## src/rtl/mem_arb_pkg.sv

```systemverilog
// Shared encodings and default sizing for the fetch/data memory-port arbiter.
package mem_arb_pkg;

  typedef logic [1:0] arb_state_t;

  localparam arb_state_t ST_IDLE  = 2'd0;
  localparam arb_state_t ST_ISSUE = 2'd1;
  localparam arb_state_t ST_WAIT  = 2'd2;

  localparam logic OWN_D = 1'b0;
  localparam logic OWN_I = 1'b1;

  localparam int DEF_AWIDTH       = 32;
  localparam int DEF_DWIDTH       = 32;
  localparam int DEF_STARVE_LIMIT = 4;

endpackage

```

## src/rtl/starve_ctr.sv

```systemverilog
// Saturating streak counter: counts data grants that overtook a waiting fetch.
module starve_ctr #(
  parameter int LIMIT = 4,
  parameter int W     = $clog2(LIMIT + 1)
) (
  input  logic clk,
  input  logic rst_n,
  input  logic inc,
  input  logic clr,
  output logic at_limit
);

  localparam logic [W-1:0] LIM = W'(LIMIT);
  localparam logic [W-1:0] ONE = W'(1);

  logic [W-1:0] cnt_r;

  // clear wins over increment; saturate at LIMIT
  always_ff @(posedge clk or negedge rst_n) begin
    if (!rst_n) begin
      cnt_r <= {W{1'b0}};
    end else if (clr) begin
      cnt_r <= {W{1'b0}};
    end else if (inc && (cnt_r != LIM)) begin
      cnt_r <= cnt_r + ONE;
    end else begin
      cnt_r <= cnt_r;
    end
  end

  assign at_limit = (cnt_r == LIM);

endmodule

```

## src/rtl/mem_port_arbiter.sv

```systemverilog
// Shares one memory port between instruction fetch and data access.
// Data has priority; a streak counter forces fetch through after STARVE_LIMIT data grants.
module mem_port_arbiter
  import mem_arb_pkg::*;
#(
  parameter int AWIDTH       = DEF_AWIDTH,
  parameter int DWIDTH       = DEF_DWIDTH,
  parameter int STARVE_LIMIT = DEF_STARVE_LIMIT
) (
  input  logic                clk,
  input  logic                rst_n,
  input  logic                i_req,
  input  logic [AWIDTH-1:0]   i_addr,
  input  logic                i_flush,
  output logic                i_gnt,
  output logic                i_rvalid,
  output logic [DWIDTH-1:0]   i_rdata,
  input  logic                d_req,
  input  logic                d_we,
  input  logic [DWIDTH/8-1:0] d_wmask,
  input  logic [AWIDTH-1:0]   d_addr,
  input  logic [DWIDTH-1:0]   d_wdata,
  output logic                d_gnt,
  output logic                d_rvalid,
  output logic [DWIDTH-1:0]   d_rdata,
  output logic                m_req,
  output logic                m_we,
  output logic [DWIDTH/8-1:0] m_wmask,
  output logic [AWIDTH-1:0]   m_addr,
  output logic [DWIDTH-1:0]   m_wdata,
  input  logic                m_ready,
  input  logic                m_rvalid,
  input  logic [DWIDTH-1:0]   m_rdata,
  output logic                busy,
  output logic                proto_err
);

  localparam int MW = DWIDTH / 8;

  arb_state_t          state_r;
  arb_state_t          state_nxt_s;
  logic                owner_r;
  logic                drop_r;
  logic                proto_err_r;
  logic                we_r;
  logic [MW-1:0]       wmask_r;
  logic [AWIDTH-1:0]   addr_r;
  logic [DWIDTH-1:0]   wdata_r;

  logic resp_s;
  logic arb_s;
  logic accept_s;
  logic at_limit_s;
  logic fetch_force_s;
  logic pick_i_s;
  logic pick_d_s;

  assign resp_s        = (state_r == ST_WAIT) && m_rvalid;
  assign arb_s         = (state_r == ST_IDLE) || resp_s;
  assign accept_s      = (state_r == ST_ISSUE) && m_ready;
  assign fetch_force_s = i_req && at_limit_s;
  assign pick_d_s      = arb_s && d_req && !fetch_force_s;
  assign pick_i_s      = arb_s && i_req && (fetch_force_s || !d_req);

  starve_ctr #(
    .LIMIT (STARVE_LIMIT)
  ) u_starve (
    .clk      (clk),
    .rst_n    (rst_n),
    .inc      (d_gnt && i_req),
    .clr      (i_gnt || !i_req),
    .at_limit (at_limit_s)
  );

  // next-state decode
  always_comb begin
    state_nxt_s = state_r;
    case (state_r)
      ST_IDLE: begin
        if (pick_i_s || pick_d_s) begin
          state_nxt_s = ST_ISSUE;
        end else begin
          state_nxt_s = ST_IDLE;
        end
      end
      ST_ISSUE: begin
        if (m_ready) begin
          state_nxt_s = ST_WAIT;
        end else begin
          state_nxt_s = ST_ISSUE;
        end
      end
      ST_WAIT: begin
        if (!m_rvalid) begin
          state_nxt_s = ST_WAIT;
        end else if (pick_i_s || pick_d_s) begin
          state_nxt_s = ST_ISSUE;
        end else begin
          state_nxt_s = ST_IDLE;
        end
      end
      default: begin
        state_nxt_s = ST_IDLE;
      end
    endcase
  end

  // state and the winner's command, captured at arbitration
  always_ff @(posedge clk or negedge rst_n) begin
    if (!rst_n) begin
      state_r <= ST_IDLE;
      owner_r <= OWN_D;
      we_r    <= 1'b0;
      wmask_r <= {MW{1'b0}};
      addr_r  <= {AWIDTH{1'b0}};
      wdata_r <= {DWIDTH{1'b0}};
    end else begin
      state_r <= state_nxt_s;
      if (pick_d_s) begin
        owner_r <= OWN_D;
        we_r    <= d_we;
        wmask_r <= d_wmask;
        addr_r  <= d_addr;
        wdata_r <= d_wdata;
      end else if (pick_i_s) begin
        owner_r <= OWN_I;
        we_r    <= 1'b0;
        wmask_r <= {MW{1'b0}};
        addr_r  <= i_addr;
        wdata_r <= {DWIDTH{1'b0}};
      end
    end
  end

  // a redirected fetch still completes to memory; only its response is discarded
  always_ff @(posedge clk or negedge rst_n) begin
    if (!rst_n) begin
      drop_r <= 1'b0;
    end else if (resp_s) begin
      drop_r <= 1'b0;
    end else if (i_flush && (owner_r == OWN_I) && (state_r != ST_IDLE)) begin
      drop_r <= 1'b1;
    end else begin
      drop_r <= drop_r;
    end
  end

  // sticky flag for a response that arrived with nothing outstanding
  always_ff @(posedge clk or negedge rst_n) begin
    if (!rst_n) begin
      proto_err_r <= 1'b0;
    end else if (m_rvalid && (state_r != ST_WAIT)) begin
      proto_err_r <= 1'b1;
    end else begin
      proto_err_r <= proto_err_r;
    end
  end

  assign m_req     = (state_r == ST_ISSUE);
  assign m_we      = we_r;
  assign m_wmask   = wmask_r;
  assign m_addr    = addr_r;
  assign m_wdata   = wdata_r;
  assign busy      = (state_r != ST_IDLE);
  assign proto_err = proto_err_r;

  assign i_gnt    = accept_s && (owner_r == OWN_I);
  assign d_gnt    = accept_s && (owner_r == OWN_D);
  assign i_rvalid = resp_s && (owner_r == OWN_I) && !drop_r && !i_flush;
  assign d_rvalid = resp_s && (owner_r == OWN_D);
  // store responses are acknowledgements only
  assign i_rdata  = i_rvalid ? m_rdata : {DWIDTH{1'b0}};
  assign d_rdata  = (d_rvalid && !we_r) ? m_rdata : {DWIDTH{1'b0}};

endmodule

```

## config.mk

```make
export PLATFORM = sky130hd
export DESIGN_NAME = mem_port_arbiter
export DESIGN_NICKNAME = d
export VERILOG_FILES = /design/src/rtl/mem_arb_pkg.sv /design/src/rtl/starve_ctr.sv /design/src/rtl/mem_port_arbiter.sv
export SDC_FILE = /design/constraint.sdc
export NUM_CORES = 1
export LEC_CHECK = 0
export ABC_AREA = 1
export CAP_MARGIN = 20
export CORE_MARGIN = 4
export CORE_UTILIZATION = 35
export DETAILED_ROUTE_END_ITERATION = 7
export PLACE_DENSITY = 0.9
export SYNTH_ARGS = -nofsm -noshare
export SYNTH_HDL_FRONTEND = slang
export SYNTH_SLANG_ARGS = --single-unit
```

## constraint.sdc

```tcl
create_clock -name clk -period 1.8 [get_ports clk]
set_clock_uncertainty 0.05 [all_clocks]
set_input_delay 0.27 -clock clk [delete_from_list [all_inputs] [get_ports clk]]
set_output_delay 0.27 -clock clk [all_outputs]
set_load 0.01 [all_outputs]
```

Yosys cells after proc, flatten, opt, wreduce, memory -nomap -nowiden --
Cells that the tools add are included. Widths: inputs -> output; s select.
Operators by class: add/subtract/negate cells 1, $mul 0, divide/modulo/power cells 0, $lt $le $gt $ge 0, equal/unequal tests 5, shift-type cells 0, mux-type cells 20, bitwise logic cells 1, reduce and logical (&&, ||, !) cells 34
Operator list (count):
- $mux 32 | 6
- $logic_and 1x1->1 | 19
- $mux 4 | 2
- $reduce_bool 2->1 | 4
- $mux 1 | 7
- $logic_not 1->1 | 6
- $mux 3 | 2
- $pmux 2 s3 | 1
- $logic_or 1x1->1 | 4
- $mux 2 | 2
- $add 3x1->3 const B | 1
- $eq 3x3->1 const B | 1
- $ne 3x3->1 const B | 1
- $eq 2x1->1 const B | 1
- $eq 2x2->1 const B | 1
- $logic_not 2->1 | 1
- $ne 2x2->1 const B | 1
- $not 1->1 | 1
Storage, ports and cells: register bits after elaboration 77, bits in latches 0, memory bits (writable) 0, bits in read-only memories 0, bits of input ports 140, logic and storage cells 70, memories 0

Logic depth before layout (Yosys ltp) --
word-level depth 9, mapped depth 9

Hierarchy --
Synthesis repeated with hierarchy kept, for this count alone.
Unflattened totals: cells, all modules 595, area, all modules 3991.3 µm²
Modules (own cells, without submodules):
- mem_port_arbiter | times used 1, cells each 570, area an instance 3806.2 µm², seq. area each 1851.8 µm²
- starve_ctr | times used 1, cells each 25, area an instance 185.2 µm², seq. area each 75.1 µm²

Least setup slack after synthesis --
No wires, ideal clock.
kind flip-flop to output port, start point register state_r[0], end point output port d_rdata[10], arrival 1.316 ns, required time 1.480 ns, setup slack 0.164 ns, stages on the path, launching flop included 7, path buffers 1, cells stage by stage dfrtp_1 inv_1 nand2_2 nor3_2 nand2_1 buf_2 nor2_1
On the way: longest elaborated chain between the ends 5
RTL lines:
- start, declared | line mem_port_arbiter.sv:40 | arb_state_t state_r;
- start signal, assigned | line mem_port_arbiter.sv:118 | state_r <= state_nxt_s;
- $eq 2x2->1 | line mem_port_arbiter.sv:58 | assign resp_s = (state_r == ST_WAIT) && m_rvalid;
- $logic_and 1x1->1 | line mem_port_arbiter.sv:58
- $logic_and 1x1->1 | line mem_port_arbiter.sv:170 | assign d_rvalid = resp_s && (owner_r == OWN_D);
- net d_rvalid | line mem_port_arbiter.sv:24 | output logic d_rvalid,
- $logic_and 1x1->1 | line mem_port_arbiter.sv:173 | assign d_rdata = (d_rvalid && !we_r) ? m_rdata : {DWIDTH{1'b0}};
- $mux 32 | line mem_port_arbiter.sv:173
- end, declared | line mem_port_arbiter.sv:25 | output logic [DWIDTH-1:0] d_rdata,
The timed path passes the listed nets, and every way through them passes these cells.

Worst setup path after layout --
start point register state_r[0], end point output port i_rdata[15]
On the way: longest elaborated chain between the ends 6
RTL lines:
- $eq 2x2->1 | line mem_port_arbiter.sv:58
- $logic_and 1x1->1 | line mem_port_arbiter.sv:58
- $logic_and 1x1->1 (3 in a row) | line mem_port_arbiter.sv:169 | assign i_rvalid = resp_s && (owner_r == OWN_I) && !drop_r && !i_flush;
- $mux 32 | line mem_port_arbiter.sv:172 | assign i_rdata = i_rvalid ? m_rdata : {DWIDTH{1'b0}};
- end, declared | line mem_port_arbiter.sv:17 | output logic [DWIDTH-1:0] i_rdata,
No other way between the ends.

==> metrics.cfg <==
[yosys]
netlist_area_um2=3800
synthCells=513
ys_warn_count=0
synth-seq-cells=77
synth_nets=655
postSynthAreaPerCell_um2=7.407
ys_types=24
seq_area_frac_synth_pct=50.71

[sta]
setup_viol=65
maxSlewViolCount=0
relSlewSlack_pct=68.11
timing.hold.ws_ns=0.3873
rsz0062_at_grt=true
worst_pin_slew_ns=0.4783
hold_viol_final=0
tns_ns=-5.626
setup_slack_ns=-0.1731
final_period_minus_worst_setup_slack_ns=1.973
max_freq_ghz=0.5068
finalCritPeriodShare_pct=109.6

[placement]
port_buffers=279
placedCellCount=925
gp_congestion=0.8920
hpwl_mm=11.19

[worst_setup_path]
crit_path_end_kind=primary output
crit_path_start=state_r[0]$_DFF_PN0_
r2r-end=m_addr[5]$_DFFE_PN0N_
crit_type=flip-flop to primary output
critPathTopFamily=buffers and inverters
r2r-start=state_r[0]$_DFF_PN0_
start_kind=flip-flop
required_ns=1.48
crit_chain=inv_2 -> nand2_4 -> nor2_4 -> nand4_4 -> buf_12 -> buf_12 -> nor2_2 -> buf_2
slowest_stage=dfrtp_1
path_max_fanout=12
reg2reg_depth=7
cp_common_cell=buf_12
max_stage_delay_ns=0.40
critical_path_arrival_ns=1.65
timing.critical_path.buf_inv=4
rrSetupSlack_ns=0.05

[floorplanning]
die-area_um2=12590
start_util_pct=36.32
core_area_um2=10460
num_rows=37
die_w_um=112.2
boundaryPins=280
fp.dieH_um=112.2

[global_route]
grt_use_total_pct=22.21
first_global_vias=4432
antenna_found_initial=1
grt_pass1_wl_mm=22.49
grt_start_max_net_pins=43
overflow=0

[power]
clock_power_share_pct=14.1
p_comb_share_pct=52.9
p_int_w=0.005404
p_seq_share_pct=33.1
power.switching_w=0.003329
ir_drop_uv=705.5
powerDensity_nw_per_um2=1215
switching_share_pct=38.12
leakagePower_nw=3.586

[final_layout]
n_fill_cell=811
final_util_pct=68.68
final_cell_mix=clkdlybuf4s50_1, nand2_1, dfrtp_1, buf_2, inv_1
fin_nets=952
drive_above_1_share_pct=21.96
ff_latch_area_um2=1927
layout_commonest_cell=clkdlybuf4s50_1
syn_to_final_growth_pct=89.10
stdcell_count=952
multiInputGateArea_um2=1749

[clock_tree]
cts_buffers=9
clk-insertion-delay-late_ns=0.33
clock-sinks=77
cts_buffer_depth=2
htreeDepth=3
clk_pin_slew_ns=0.09
cts_tree=yes
cts_root_buffer=clkbuf_8

[route]
wl_per_cell_um=15.41
drt_pass1_iterations=4
antenna_left=0
route.detailed.drc=0
via_per_inst=4.692
vias=4467
finalWirelength_mm=14.67
dr.first_iter.drc_count=240

[worst_hold_path]
holdCritPathClass=primary input to asynchronous set/reset pin

[job]
drv_cap=0

[outcome]
status=finished with violations
violations=negative setup slack

## cells by family (layout without fill, tap and decap cells)
logic type	count (synthesis)	count (layout)	share of synthesized area, %
simple gates	345	345	37.90
flops	77	77	50.71
other cells	0	1	0
compound gates	8	8	1.778
fa+ha+maj	2	2	0.6584
xor+xnor	1	1	0.2305
buf+inv	80	382	8.726
## per-stage QoR
| step | setup slack, ns | cell area (µm²) | total power (W) |
|---|---|---|---|
| 4_1_cts | -0.1883 | 7022 | 0.008752 |
| 6_report | -0.1731 | 7186 | 0.008734 |
| 2_1_floorplan | 0.1640 | 3800 | 0.004777 |
| 3_5_place_dp | -0.4957 | 6905 | 0.007474 |
| 3_3_place_gp | -0.4638 | 6905 | 0.007369 |
| 5_1_grt | -0.2799 | 7186 | 0.009344 |
## how the worst max path moves through the flow
stage                        endpoint  cells past startpoint
after floorplan           d_rdata[10]                      6
after global placement    d_rdata[18]                      7
after detailed placement  d_rdata[18]                      7
after CTS                  d_rdata[4]                      7
after global routing      i_rdata[15]                      8
final                     i_rdata[15]                      8
## per-layer routing
layer  global-route usage (%)  vias up  routed length (µm)
met3                    6.954       26                1286
met1                    23.74     2059                5199
met2                    40.56      210                7809
met5                        0        -                   0
met4                    8.814        0                 376
li1                         -     2172                   -
## timing repair
item | CTS | global route
pin swaps | 3 | 4
endpoints found under the hold margin | 35 | 0
buffers inserted | 5 | 4
resized for setup | 255 | 96
hold buffers | 1 | 0
setup endpoints to repair | 70 | 69
cloned | 1 | 0
## final cells by class
type | instances | share of cell area (%)
inverter | 51 | 2.664
clock buffer | 12 | 2.159
antenna | 1 | 0.03483
multi-input combinational | 356 | 24.34
sequential | 77 | 26.82
clock inverter | 4 | 0.4353
timing repair buffer | 315 | 41.18
tap | 136 | 2.368
## power groups by stage
stage,clock network (W),registers [W],logic [W]
3_5_place_dp,0,0.00290,0.00458
4_1_cts,0.00128,0.00288,0.00459
5_1_grt,0.00135,0.00299,0.00501
3_3_place_gp,0,0.00286,0.00451
6_report,0.00123,0.00289,0.00462
2_1_floorplan,0,0.00324,0.00154
## Yosys cell counts, drive strengths merged
cell | number | area share, %
o21ai | 2 | 0.56
nand2 | 200 | 20
ha | 2 | 0.66
or2 | 2 | 0.33
a21o | 1 | 0.20
inv | 51 | 5.0
nor3 | 1 | 0.26
a22oi | 1 | 0.20
nand4 | 29 | 4.9
buf | 23 | 3.1
nor2 | 79 | 8.0
xnor2 | 1 | 0.23
clkbuf | 6 | 0.59
a21oi | 4 | 0.82
dfrtp | 77 | 51
nand3 | 34 | 4.5
## flip-flops by register name (all words and copies together) (netlist names)
register / count
owner_r: 1
m_wmask: 4
m_addr: 32
proto_err: 1
state_r: 2
drop_r: 1
m_we: 1
m_wdata: 32
u_starve.cnt_r: 3
(Power assumes the default switching activity.)
